File: src/rtl/wb_charlie7x5_ctrl.sv
// Wishbone B4 pipelined scan controller for a 7-pin charlieplexed 7x5 LED matrix.
// Double-buffered framebuffer, one pixel lit at a time with a blanking gap between slots.
module wb_charlie7x5_ctrl #(
  parameter int unsigned DWELL = 64,
  parameter int unsigned BLANK = 2
) (
  input  logic       wb_clk_i,
  input  logic       wb_rst_i,
  input  logic       wb_cyc_i,
  input  logic       wb_stb_i,
  input  logic       wb_we_i,
  input  logic [3:0] wb_adr_i,
  input  logic [7:0] wb_dat_i,
  output logic [7:0] wb_dat_o,
  output logic       wb_ack_o,
  output logic       wb_stall_o,
  output logic [6:0] charlie7x5_o,
  output logic [6:0] charlie7x5_oe,
  output logic       frame_o
);

  localparam int unsigned CNT_MAX = (DWELL > BLANK) ? DWELL : BLANK;
  localparam int unsigned CW      = $clog2(CNT_MAX + 1);
  localparam logic [CW-1:0] DWELL_LAST = CW'(DWELL - 1);
  localparam logic [CW-1:0] BLANK_LAST = CW'(BLANK - 1);
  localparam logic [3:0]    ADR_CTRL   = 4'd7;

  typedef enum logic [1:0] {
    ST_IDLE  = 2'd0,
    ST_BLANK = 2'd1,
    ST_DRIVE = 2'd2
  } state_t;

  state_t            state_q, state_d;
  logic [CW-1:0]     cnt_q, cnt_d;
  logic [2:0]        col_q, col_d;
  logic [2:0]        row_q, row_d;
  logic              enable_q, enable_d;
  logic              swap_pending_q, swap_pending_d;
  logic [6:0][4:0]   back_q, back_d;
  logic [6:0][4:0]   front_q, front_d;
  logic              ack_q, ack_d;
  logic [7:0]        dat_q, dat_d;
  logic [6:0]        pin_o_q, pin_o_d;
  logic [6:0]        pin_oe_q, pin_oe_d;
  logic              frame_q, frame_d;

  logic              bus_acc;
  logic              bus_wr;
  logic              swap_req;
  logic              apply_swap;
  logic [7:0]        rd_data;
  logic [2:0]        row_pin;
  logic              unused_dat_bits;

  // Column registers only hold five row bits; the top write bits are discarded.
  assign unused_dat_bits = ^wb_dat_i[7:5];

  // ---------------------------------------------------------------------------
  // Bus side: accept every strobe, register the read data with the ack.
  // ---------------------------------------------------------------------------
  // NOTE: every variable driven here gets a default first so no latch is inferred.
  always_comb begin
    bus_acc  = wb_cyc_i & wb_stb_i;
    bus_wr   = bus_acc & wb_we_i;
    back_d   = back_q;
    enable_d = enable_q;
    swap_req = 1'b0;
    rd_data  = 8'h00;

    for (int c = 0; c < 7; c++) begin
      if (wb_adr_i == 4'(c)) begin
        rd_data = {3'b000, back_q[c]};
      end
    end
    if (wb_adr_i == ADR_CTRL) begin
      rd_data = {6'b000000, swap_pending_q, enable_q};
    end

    ack_d = bus_acc;
    dat_d = (bus_acc && !wb_we_i) ? rd_data : 8'h00;

    if (bus_wr) begin
      for (int c = 0; c < 7; c++) begin
        if (wb_adr_i == 4'(c)) begin
          back_d[c] = wb_dat_i[4:0];
        end
      end
      if (wb_adr_i == ADR_CTRL) begin
        enable_d = wb_dat_i[0];
        swap_req = wb_dat_i[1];
      end
    end
  end

  // ---------------------------------------------------------------------------
  // Scan FSM. A write that clears enable takes effect on the accepting edge,
  // so the pins are dark in the very next cycle.
  // ---------------------------------------------------------------------------
  always_comb begin
    state_d        = state_q;
    cnt_d          = cnt_q;
    col_d          = col_q;
    row_d          = row_q;
    front_d        = front_q;
    swap_pending_d = swap_pending_q;
    frame_d        = 1'b0;
    apply_swap     = 1'b0;

    if (!enable_d) begin
      state_d = ST_IDLE;
      cnt_d   = '0;
      col_d   = 3'd0;
      row_d   = 3'd0;
      if (state_q == ST_IDLE && swap_pending_q) begin
        apply_swap = 1'b1;
      end
    end else begin
      unique case (state_q)
        ST_IDLE: begin
          state_d = ST_BLANK;
          cnt_d   = '0;
          if (swap_pending_q) begin
            apply_swap = 1'b1;
          end
        end
        ST_BLANK: begin
          if (cnt_q == BLANK_LAST) begin
            state_d = ST_DRIVE;
            cnt_d   = '0;
          end else begin
            cnt_d = cnt_q + CW'(1);
          end
        end
        ST_DRIVE: begin
          if (cnt_q == DWELL_LAST) begin
            state_d = ST_BLANK;
            cnt_d   = '0;
            if (row_q == 3'd4) begin
              row_d = 3'd0;
              if (col_q == 3'd6) begin
                // Last pixel of the frame: the only point where the front buffer may change.
                col_d   = 3'd0;
                frame_d = 1'b1;
                if (swap_pending_q) begin
                  apply_swap = 1'b1;
                end
              end else begin
                col_d = col_q + 3'd1;
              end
            end else begin
              row_d = row_q + 3'd1;
            end
          end else begin
            cnt_d = cnt_q + CW'(1);
          end
        end
        default: begin
          state_d = ST_IDLE;
          cnt_d   = '0;
          col_d   = 3'd0;
          row_d   = 3'd0;
        end
      endcase
    end

    // Copy uses the pre-write back buffer; a new request in the same cycle survives.
    if (apply_swap) begin
      front_d        = back_q;
      swap_pending_d = 1'b0;
    end
    if (swap_req) begin
      swap_pending_d = 1'b1;
    end
  end

  // Pins are computed from the next scan position so they register in step with it.
  always_comb begin
    pin_o_d  = 7'h00;
    pin_oe_d = 7'h00;
    row_pin  = (row_d >= col_d) ? row_d + 3'd1 : row_d;
    if (state_d == ST_DRIVE && front_q[col_d][row_d]) begin
      pin_o_d  = 7'h01 << row_pin;
      pin_oe_d = (7'h01 << row_pin) | (7'h01 << col_d);
    end
  end

  // NOTE: state registers use non-blocking assignments so every flop samples pre-edge values.
  // NOTE: both pixel buffers are small register files and are cleared by reset like any other state.
  always_ff @(posedge wb_clk_i or posedge wb_rst_i) begin
    if (wb_rst_i) begin
      state_q        <= ST_IDLE;
      cnt_q          <= '0;
      col_q          <= 3'd0;
      row_q          <= 3'd0;
      enable_q       <= 1'b0;
      swap_pending_q <= 1'b0;
      back_q         <= '0;
      front_q        <= '0;
      ack_q          <= 1'b0;
      dat_q          <= 8'h00;
      pin_o_q        <= 7'h00;
      pin_oe_q       <= 7'h00;
      frame_q        <= 1'b0;
    end else begin
      state_q        <= state_d;
      cnt_q          <= cnt_d;
      col_q          <= col_d;
      row_q          <= row_d;
      enable_q       <= enable_d;
      swap_pending_q <= swap_pending_d;
      back_q         <= back_d;
      front_q        <= front_d;
      ack_q          <= ack_d;
      dat_q          <= dat_d;
      pin_o_q        <= pin_o_d;
      pin_oe_q       <= pin_oe_d;
      frame_q        <= frame_d;
    end
  end

  assign wb_ack_o      = ack_q;
  assign wb_dat_o      = dat_q;
  assign wb_stall_o    = 1'b0;
  assign charlie7x5_o  = pin_o_q;
  assign charlie7x5_oe = pin_oe_q;
  assign frame_o       = frame_q;

endmodule
File: config.mk
export PLATFORM = sky130hd
export DESIGN_NAME = wb_charlie7x5_ctrl
export DESIGN_NICKNAME = d
export VERILOG_FILES = /design/src/rtl/wb_charlie7x5_ctrl.sv
export SDC_FILE = /design/constraint.sdc
export NUM_CORES = 1
export LEC_CHECK = 0
export ABC_AREA = 1
export CORE_MARGIN = 8
export CORE_UTILIZATION = 30
export DETAILED_ROUTE_END_ITERATION = 10
export GPL_ROUTABILITY_DRIVEN = 0
export GPL_TIMING_DRIVEN = 0
export PLACE_DENSITY = 0.51
export SLEW_MARGIN = 20
export SYNTH_ARGS = -nofsm -noshare
export SYNTH_HDL_FRONTEND = slang
export SYNTH_SLANG_ARGS = --single-unit
File: constraint.sdc
create_clock -name wb_clk_i -period 3.3 [get_ports wb_clk_i]
set_input_delay 0.66 -clock wb_clk_i [delete_from_list [all_inputs] [get_ports wb_clk_i]]
set_output_delay 0.66 -clock wb_clk_i [all_outputs]
set_load 0.005 [all_outputs]
---- Word level (Yosys, flattened, before mapping) ----
Index checks and enable logic that the tools add are counted.
storage, ports and cells
  input port bits ......................... 17
  word-level logic and storage cells ...... 117
  output and inout port bits .............. 25
  flip-flop bits (word level) ............. 111
cells by class
  bitwise gates (word level) .............. 3
  mux-type cells .......................... 51
  eq/ne operators ......................... 14
  shift-type cells ........................ 2
  reductions and logical operators ........ 15
  order comparisons ....................... 3
  $add $sub $neg .......................... 4
operators with widths
  operator             number
  $mux 8               8
  $mux 7               5
  $mux 3               8
  $mux 1               18
  $eq 4x3->1 const B   4
  $bmux 5 s3           1
  $pmux 7 s2           1
  $reduce_and 2->1     7
  $shl 1x3->7 const A  2
  $pmux 3 s2           2
  $mux 5               2
  $add 3x1->3 const B  3
  $eq 4x2->1 const B   2
  $lt 3x4->1 const B   2
  $add 7x1->7 const B  1
  $eq 7x1->1 const B   1
  $eq 7x6->1 const B   1
  $or 7x7->7           1
  $eq 3x3->1 const B   2
  $mux 2               3
  $pmux 2 s3           1
  $eq 2x2->1 const B   2
  $eq 4x1->1 const B   1
  $logic_not 4->1      1
  other kinds (10)     13

---- Longest topological paths before layout ----
Gate-level depths: netlist of the first run.
  depth in word-level cells ............... 12
  mapped depth ............................ 21
  mapped depth without buffers ............ 19

---- Least setup slack after synthesis of the first run ----
No wires, ideal clock.
  path kind ............................... input to register
  start ................................... input wb_cyc_i
  end ..................................... register pin_oe_q[3] (netlist: charlie7x5_oe[3])
  data arrival time ....................... 3047 ps
  data required time ...................... 3183 ps
  path buffers ............................ 1
  library setup time ...................... 117 ps
  path slack .............................. 135 ps
  stages .................................. 17
  cells stage by stage .................... nand2_1 > nor2_8 > nand2_2 > nand2_4 > nand2_2 > nor2_8 > nand2_2 > buf_4 > ha_1 > nand2_1 > o211ai_1 > nand2_1 > xor2_1 > inv_1 > nand3_1 > o31a_1 > nor2_4
on the way
  word-level cells in the longest chain between the ends .. 10
  elaborated cells between the ends (all ways) .. 19
  classes of those cells .................. add/sub: 1; order compare: 1; eq/ne: 1; shift: 2; mux: 10; bitwise: 3; reduce/logical: 1
RTL lines
  item                          line  source
  start, declared               9     input logic wb_cyc_i,
  $and 1x1->1 *                 64    bus_acc = wb_cyc_i & wb_stb_i;
  $and 1x1->1 *                 65    bus_wr = bus_acc & wb_we_i;
  $mux 1 *                      83    if (bus_wr) begin
  $mux 3                        110   if (!enable_d) begin
  $bmux 5 s3                    182   if (state_d == ST_DRIVE && front_q[col_d][row_d]) begin
  $mux 5 (not written as such)  182
  $bmux 1 s3                    182
  $mux 1 (not written as such)  182
  $logic_and 1x1->1             182
  $mux 7 *                      182
  net pin_oe_d[3]               45    logic [6:0] pin_oe_q, pin_oe_d;
  end signal, assigned          217   pin_oe_q <= pin_oe_d;
  end, declared                 45
The timed path passes the listed nets; every way through them passes the cells marked *. The select of a mux whose other input is x is not followed.
A chain may end at the register's enable or synchronous reset.

---- Worst setup path after layout of the first run ----
  start ................................... input wb_adr_i[2]
  end ..................................... register pin_oe_q[5] (netlist: charlie7x5_oe[5])
on the way
  word-level cells in the longest chain between the ends .. 10
  elaborated cells between the ends (all ways) .. 19
  classes of those cells .................. add/sub: 1; order compare: 1; eq/ne: 2; shift: 2; mux: 11; bitwise: 1; reduce/logical: 1
RTL lines
  item                          line  source
  start, declared               12    input logic [3:0] wb_adr_i,
  $eq 4x3->1 *                  89    if (wb_adr_i == ADR_CTRL) begin
  $mux 1 *                      89
  $mux 1 *                      83
  $mux 3                        110
  $bmux 5 s3                    182
  $mux 5 (not written as such)  182
  $bmux 1 s3                    182
  $mux 1 (not written as such)  182
  $logic_and 1x1->1             182
  $mux 7 *                      182
  net pin_oe_d[5]               45
Marked as above.

==> metrics.md, run 1 <==
| Metric | Value |
|---|---|
| Max clock buf depth | 2 |
| Distinct cell type count of the synthesized netlist | 38 |
| PD cells | 555 nW/um^2 |
| Met2 Resource Use GR | 20.8% |
| Drt total wl | 13600 um |
| Syn-to-layout area delta | 23.6% |
| Vias in the first global route | 4515 |
| PortBufs | 34 |
| Simple-gate share of the synthesized area | 26.3% |
| Area of the multi-input gates | 2450 um^2 |
| Yosys top cell area share | 49.9% |
| Initial antenna violation count | 0 |
| Setup-failing EPs final | 0 |
| Avg Inst Size Synth | 8.30 um^2 |
| Complex-gate fraction of the synthesized area | 12.6% |
| Wire per inst | 14.2 um |
| Initial Utilization | 30.3% |
| Min Tclk post-route | 3.12 ns |
| CP Launch Type | input pin |
| R2R setup slack | 0.25 ns |
| Die height | 150 um |
| Internal power | 0.00248 W |
| Hold Slack | 0.477 ns |
| IO Pins | 42 |
| Synth top area cells | dfrtp_1 50%, nand2_1 12%, o21ai_0 6.8% |
| CP Max Fanout | 5 |
| Layout net count | 754 |
| Endpoint class of the critical path | flop |
| Pwr Total | 0.00371 W |
| Max Transition Viols Final | 0 |
| Clk_skew | 0.0120 ns |
| Synth Area in Adders | 2.77% |
| Max cap viols | 0 |
| Fin util | 37.5% |
| Total GRT Usage | 12.7% |
| Filler cells | 1854 |
| Status | completed |
| First-pass GRT wire length | 22800 um |
| N_diodes | 0 |
| Hold Path Class | reg -> reg |
| Seq/Total Area, Yosys | 49.9% |
| Worst-path clk slew | 0.07 ns |
| Ratio of cells with drive above 1 in the final layout | 15.1% |
| Clock power share | 27.8% |
| Via count | 4457 |
| Setup TNS | 0 ns |
| Pre-Repair DR Iteration Count | 4 |
| Post-Synthesis Cell Area | 5410 um^2 |
| Xor and xnor area share after synthesis | 0.809% |
| Placement Rows | 49 |
| Sw power | 0.00123 W |
| Gate Count Post-Synth | 652 |
| DR iter-0 viols | 187 |
| CTS sink count | 108 |
| CTS tree | done |
| Worst slew pin tran | 0.995 ns |
| Comb pwr share | 23.9% |
| #FFs+latches synth | 108 |
| Met1 Use GR | 16.1% |
| Htree depth | 3 |
| Final hold violations | 0 |
| CP Class | in -> reg |
| Largest family of logic cells by synthesized area | simple AND/OR/NAND/NOR gates |
| Clk_lat worst skew | 0.36 ns |
| Area taken by flip-flops and latches | 2700 um^2 |
| Worst path required time | 3.59 ns |
| HPWL after DPL | 10300 um |
| Post-DRT Antenna Nets | 0 |
| Sequential power share | 48.3% |
| DRC viols | 0 |
| Slew margin rel. | 33.2% |
| Die W | 150 um |
| Num CTS Buffers | 9 |
| Yosys warnings | 0 |
| Root Driver | clkbuf_16 |
| Via density | 4.65 |
| Mux contribution to synthesized area | 0% |
| Pleak | 3.17 nW |
| # hold bufs at CTS | 0 |
| Largest net degree at the start of global routing | 31 |
| Largest area contributor in the netlist | dfrtp_1 |
| Peak VDD IR | 308 uV |
| Congestion Overflow GR | 0 |
| CP Data Arrival Time | 3.42 ns |
| GR Util met3 | 2.25% |
| Core ar. | 17800 um^2 |
| Switching share of power | 33.3% |
| Final worst-path cycle share | 94.6% |
| Die area | 22600 um^2 |
| Most used routing layer | met2 |
| Fmax achieved | 320 MHz |
==> path summary, 6_finish.rpt <==
path,start,endpoint,cells after the start
setup reg to reg,state_q[0],charlie7x5_oe[5],20
hold reg to reg,front_q[21],front_q[21],2
hold / removal,front_q[21],front_q[21],2
min in group asynchronous,wb_rst_i,front_q[24],2
max in group asynchronous,wb_rst_i,charlie7x5_o[4],4
setup / recovery,wb_adr_i[2],charlie7x5_oe[5],19
==> registers in the layout (all words and copies together) (netlist names) <==
signal          count
enable_q            1
wb_ack_o            1
back_q             35
row_q               3
front_q            35
frame_o             1
charlie7x5_oe       7
swap_pending_q      1
state_q             2
col_q               3
cnt_q               7
wb_dat_o            5
charlie7x5_o        7
==> Yosys cell counts <==
master	count
o21a_1	3
o2111ai_1	1
nor2_1	50
o21ai_2	2
a21oi_1	19
a221oi_1	2
clkbuf_1	5
o21ai_0	74
nand3_2	2
buf_6	4
a21oi_2	1
ha_1	12
nor3b_1	2
nor2_4	3
o31a_1	1
nand3b_4	2
xnor2_1	1
nand3b_1	2
buf_4	5
inv_2	2
o21ai_1	5
xor2_1	4
a32oi_1	1
nand4_1	2
dfrtp_1	108
nor3_1	3
nor2_2	11
buf_2	2
nor2_8	3
o22ai_1	1
a211oi_1	1
inv_1	77
nand3_1	38
conb_1	1
o211ai_1	11
nand2_1	177
nand2_2	11
nand2_4	3
==> power groups by stage <==
stage | Sequential [W] | Combinational [W] | Clock, W
after global routing | 0.00183 | 0.00103 | 0.00112
final | 0.00179 | 0.000886 | 0.00103
after global placement | 0.00181 | 0.000841 | 0
after detailed placement | 0.00181 | 0.000870 | 0
after CTS | 0.00179 | 0.000884 | 0.00107
after floorplan | 0.00176 | 0.000643 | 0
==> routing by layer <==
| layer | wire length (um) | part of all wire [%] |
|---|---|---|
| met5 | 0 | 0 |
| met4 | 326 | 2.4 |
| met3 | 473 | 3.5 |
| met2 | 6460 | 47 |
| met1 | 6350 | 47 |
==> area by class of cell <==
| class | instances | share of cell area [%] |
|---|---|---|
| plain buffers | 14 | 1.38 |
| clock buffers | 10 | 3.42 |
| clock inverters | 6 | 0.730 |
| inverters | 79 | 4.53 |
| multi-input cells | 452 | 36.6 |
| flip-flops and latches | 108 | 40.4 |
| well taps | 229 | 4.28 |
| repair buffers | 61 | 8.64 |
==> per-stage QoR <==
step                      worst slack (ns)  instance area (um^2)  instances
after floorplan                      0.135                  5430        655
after global placement              -0.708                  6050        918
after detailed placement            -0.792                  6110        921
after CTS                          0.00472                  6500        945
after global routing               -0.0371                  6690        959
final                                0.177                  6690        959
==> cell families after synthesis <==
logic type,after synthesis
fa+ha+maj,12
xor+xnor,5
compound gates,122
simple gates,309
flops,108
buf+inv,95
other cells,1
==> placed cells by master (no fill, tap or decap), types with 7 or more instances in the layout <==
master | synthesis | final
nand2_2 | 11 | 10
buf_4 | 5 | 28
inv_1 | 77 | 73
nor2_2 | 11 | 13
dfrtp_1 | 108 | 108
a21oi_1 | 19 | 18
clkbuf_16 | 0 | 9
nand2_4 | 3 | 7
nor2_1 | 50 | 47
o211ai_1 | 11 | 11
clkdlybuf4s50_1 | 0 | 32
nand3_1 | 38 | 36
nand2_1 | 177 | 172
o21ai_1 | 5 | 7
o21ai_0 | 74 | 72
ha_1 | 12 | 10
==> critical path, stage by stage <==
cell and delay, ns:
clkdlybuf4s50_1 0.49, nand2_2 0.08, nor2_4 0.17, nand2_4 0.09
nand2_4 0.09, nand2_4 0.07, nor2_8 0.22, nand2_4 0.13
ha_1 0.33, nand3_1 0.08, o211ai_1 0.13, buf_4 0.18
nand2_1 0.11, o21ai_4 0.10, nor2_1 0.14, nand2_1 0.09
o21ai_0 0.08, inv_1 0.06, nor2_2 0.09
==> repair_timing <==
| item | CTS | global route |
|---|---|---|
| hold endpoints to repair | 0 | 0 |
| pin swaps | 7 | 13 |
| setup endpoints to repair | 14 | 12 |
| resized for setup | 12 | 23 |
| buffers inserted | 8 | 16 |
No activity file was read; power rests on OpenSTA's default activity.
==> run 2, diff against run 1 <==
RECOVER_POWER = 100   (was unset)
==> run 2 against run 1 <==
First-iteration DRC count grew 7.0%. Critical path depth unchanged. Sequential cell count unchanged. Critical endpoint unchanged. Largest power group unchanged.
==> metrics.md, run 2 (same netlist as run 1, synthesis figures left out) <==
| Metric | Value |
|---|---|
| Status | completed (unchanged) |
| Switching share of power | 33.3% (about the same) |
| Area taken by flip-flops and latches | 2700 um^2 (unchanged) |
| Worst-path clk slew | 0.07 ns (about the same) |
| Area of the multi-input gates | 2450 um^2 (unchanged) |
| PortBufs | 34 (unchanged) |
| N_diodes | 0 (unchanged) |
| Max cap viols | 0 (unchanged) |
| Final hold violations | 0 (unchanged) |
| Placement Rows | 49 (unchanged) |
| Setup-failing EPs final | 0 (unchanged) |
| Total GRT Usage | 12.7% (unchanged) |
| Reg2reg start | state_q[0] (unchanged) |
| Vias in the first global route | 4515 (unchanged) |
| Sw power | 0.00123 W (about the same) |
| Slew margin rel. | 21.0% (was 33.2%) |
| DRC viols | 0 (unchanged) |
| Root Driver | clkbuf_16 (unchanged) |
| First-pass GRT wire length | 22800 um (unchanged) |
| Worst slack, placed | -0.792 ns (unchanged) |
| Largest regs | back_q (35), front_q (35) (unchanged) |
| CTS tree | done (unchanged) |
| Filler cells | 1856 (was 1854) |
| HPWL after DPL | 10300 um (unchanged) |
| Die area | 22600 um^2 (unchanged) |
| Sequential power share | 48.3% (about the same) |
| Post-DRT Antenna Nets | 0 (unchanged) |
| # hold bufs at CTS | 0 (unchanged) |
| DR iter-0 viols | 200 (was 187) |
| Clock power share | 27.9% (was 27.8%) |
| Drt total wl | 13700 um (was 13600 um) |
| Wire per inst | 14.2 um (about the same) |
| R2r worst-path depth | 20 (unchanged) |
| Max clock buf depth | 2 (unchanged) |
| Final worst-path cycle share | 94.5% (was 94.6%) |
| Via count | 4448 (was 4457) |
| CP Data Arrival Time | 3.41 ns (was 3.42 ns) |
| CP Max Fanout | 5 (unchanged) |
| Clk_lat worst skew | 0.36 ns (about the same) |
| Syn-to-layout area delta | 23.1% (was 23.6%) |
| Via density | 4.64 (was 4.65) |
| Hold Path Origin | front_q[26] (was front_q[21]) |
| Htree depth | 3 (unchanged) |
| Area after DPL | 6110 um^2 (unchanged) |
| Clk_skew | 0.0121 ns (was 0.0120 ns) |
| Post-route non-filler standard cell count | 959 (unchanged) |
| Initial antenna violation count | 0 (unchanged) |
| Initial Utilization | 30.3% (unchanged) |
| Crit path from | wb_adr_i[2] (unchanged) |
| Largest net degree at the start of global routing | 31 (unchanged) |
| Worst path required time | 3.59 ns (about the same) |
| Min Tclk post-route | 3.12 ns (about the same) |
| Max Transition Viols Final | 0 (unchanged) |
| Layout net count | 754 (unchanged) |
| Die height | 150 um (unchanged) |
| Pwr Total | 0.00371 W (about the same) |
| Core ar. | 17800 um^2 (unchanged) |
| Congestion Overflow GR | 0 (unchanged) |
| Pleak | 3.17 nW (about the same) |
| CTS sink count | 108 (unchanged) |
| Num CTS Buffers | 9 (unchanged) |
| Pre-Repair DR Iteration Count | 4 (unchanged) |
| Internal power | 0.00247 W (was 0.00248 W) |
| Commonest non-fill, non-tap cells in the layout | 172 x nand2_1, 108 x dfrtp_1, 73 x inv_1 (unchanged) |
| Commonest non-fill, non-tap cell in the layout | nand2_1 (unchanged) |
| Hold Path Class | reg -> reg (unchanged) |
| CP Class | in -> reg (unchanged) |
| Post-route cell area | 6660 um^2 (was 6690 um^2) |
| Comb pwr share | 23.8% (was 23.9%) |
| Worst slew pin tran | 1.18 ns (was 0.995 ns) |
| PD cells | 556 nW/um^2 (was 555 nW/um^2) |
| Endpoint class of the critical path | flop (unchanged) |
| Fmax achieved | 321 MHz (was 320 MHz) |
| IO Pins | 42 (unchanged) |
| CP Launch Type | input pin (unchanged) |
| WHS Path Cells | 2 (unchanged) |
| Ratio of cells with drive above 1 in the final layout | 14.9% (was 15.1%) |
| Die W | 150 um (unchanged) |
| Post-route setup slack | 0.182 ns (was 0.177 ns) |
| Peak VDD IR | 308 uV (about the same) |
| Cells after DPL | 921 (unchanged) |
[run 2: changes by cell type in the layout (fill, tap and decap cells not counted)]
cell,change
buf_12,-2
clkbuf_2,+1
clkdlybuf4s50_1,-1
clkinvlp_2,+1
clkinvlp_4,-1
dlygate4sd3_1,+1
dlymetal6s4s_1,+1
[run 2: final cells by class]
| class | instances | area share, % |
|---|---|---|
| plain buffers | 14 | 1.39 |
| clock buffers | 10 | 3.44 |
| clock inverters | 6 | 0.732 |
| inverters | 79 | 4.51 |
| multi-input cells | 452 | 36.7 |
| flip-flops and latches | 108 | 40.6 |
| well taps | 229 | 4.30 |
| repair buffers | 61 | 8.34 |
[run 2: layer usage]
layer / vias up / wire length, um / GRT usage, %
li1: 2237 / - / -
met1: 2121 / 6370 / 16.1
met2: 70 / 6510 / 20.8
met3: 20 / 454 / 2.25
met4: 0 / 326 / 5.75
met5: - / 0 / 0
[run 2: stage by stage]
stage               setup TNS [ns]  utilization (%)  hold WS, ns
floorplan                        0                -        0.433
global placement             -7.43             33.9        0.459
detailed placement           -8.56             34.3        0.462
CTS                              0             36.4        0.479
global route               -0.0473             37.4        0.513
finish                           0             37.4        0.477
[run 2: final timing paths]
kind                                    end  slack, ns
max reg2reg                charlie7x5_oe[5]       0.25
min in group asynchronous       front_q[24]       0.99
min reg2reg                     front_q[26]       0.48
min                             front_q[26]       0.48
max                        charlie7x5_oe[5]       0.18
max in group asynchronous  charlie7x5_oe[5]       0.62
[run 2: timing repair]
action,4_1_cts,5_1_grt
pin swaps,7,13
gates resized for setup,12,23
cloned,0,0
endpoints found under the setup margin,14,12
hold endpoints to repair,0,0
buffers inserted,8,16
[run 2: worst max-delay path, cell delays in order]
cell,delay (ns)
clkdlybuf4s50_1,0.49
nand2_2,0.08
nor2_4,0.17
nand2_4,0.09
nand2_4,0.09
nand2_4,0.07
nor2_8,0.22
nand2_4,0.13
ha_1,0.33
nand3_1,0.08
o211ai_1,0.13
buf_4,0.18
nand2_1,0.11
o21ai_4,0.10
nor2_1,0.14
nand2_1,0.09
o21ai_0,0.08
inv_1,0.06
nor2_2,0.09
[run 2: power groups by stage]
stage	Sequential, W	Combinational (W)	Clock, W
global placement	0.00181	0.000841	0
floorplan	0.00176	0.000643	0
CTS	0.00179	0.000884	0.00107
finish	0.00179	0.000882	0.00103
global route	0.00183	0.00102	0.00112
detailed placement	0.00181	0.000870	0
==> run 3, diff against run 2 <==
GPL_ROUTABILITY_DRIVEN = unset   (was 0)
==> results of run 3 <==
Final layout, timing and power as in run 2 (identical DEF).
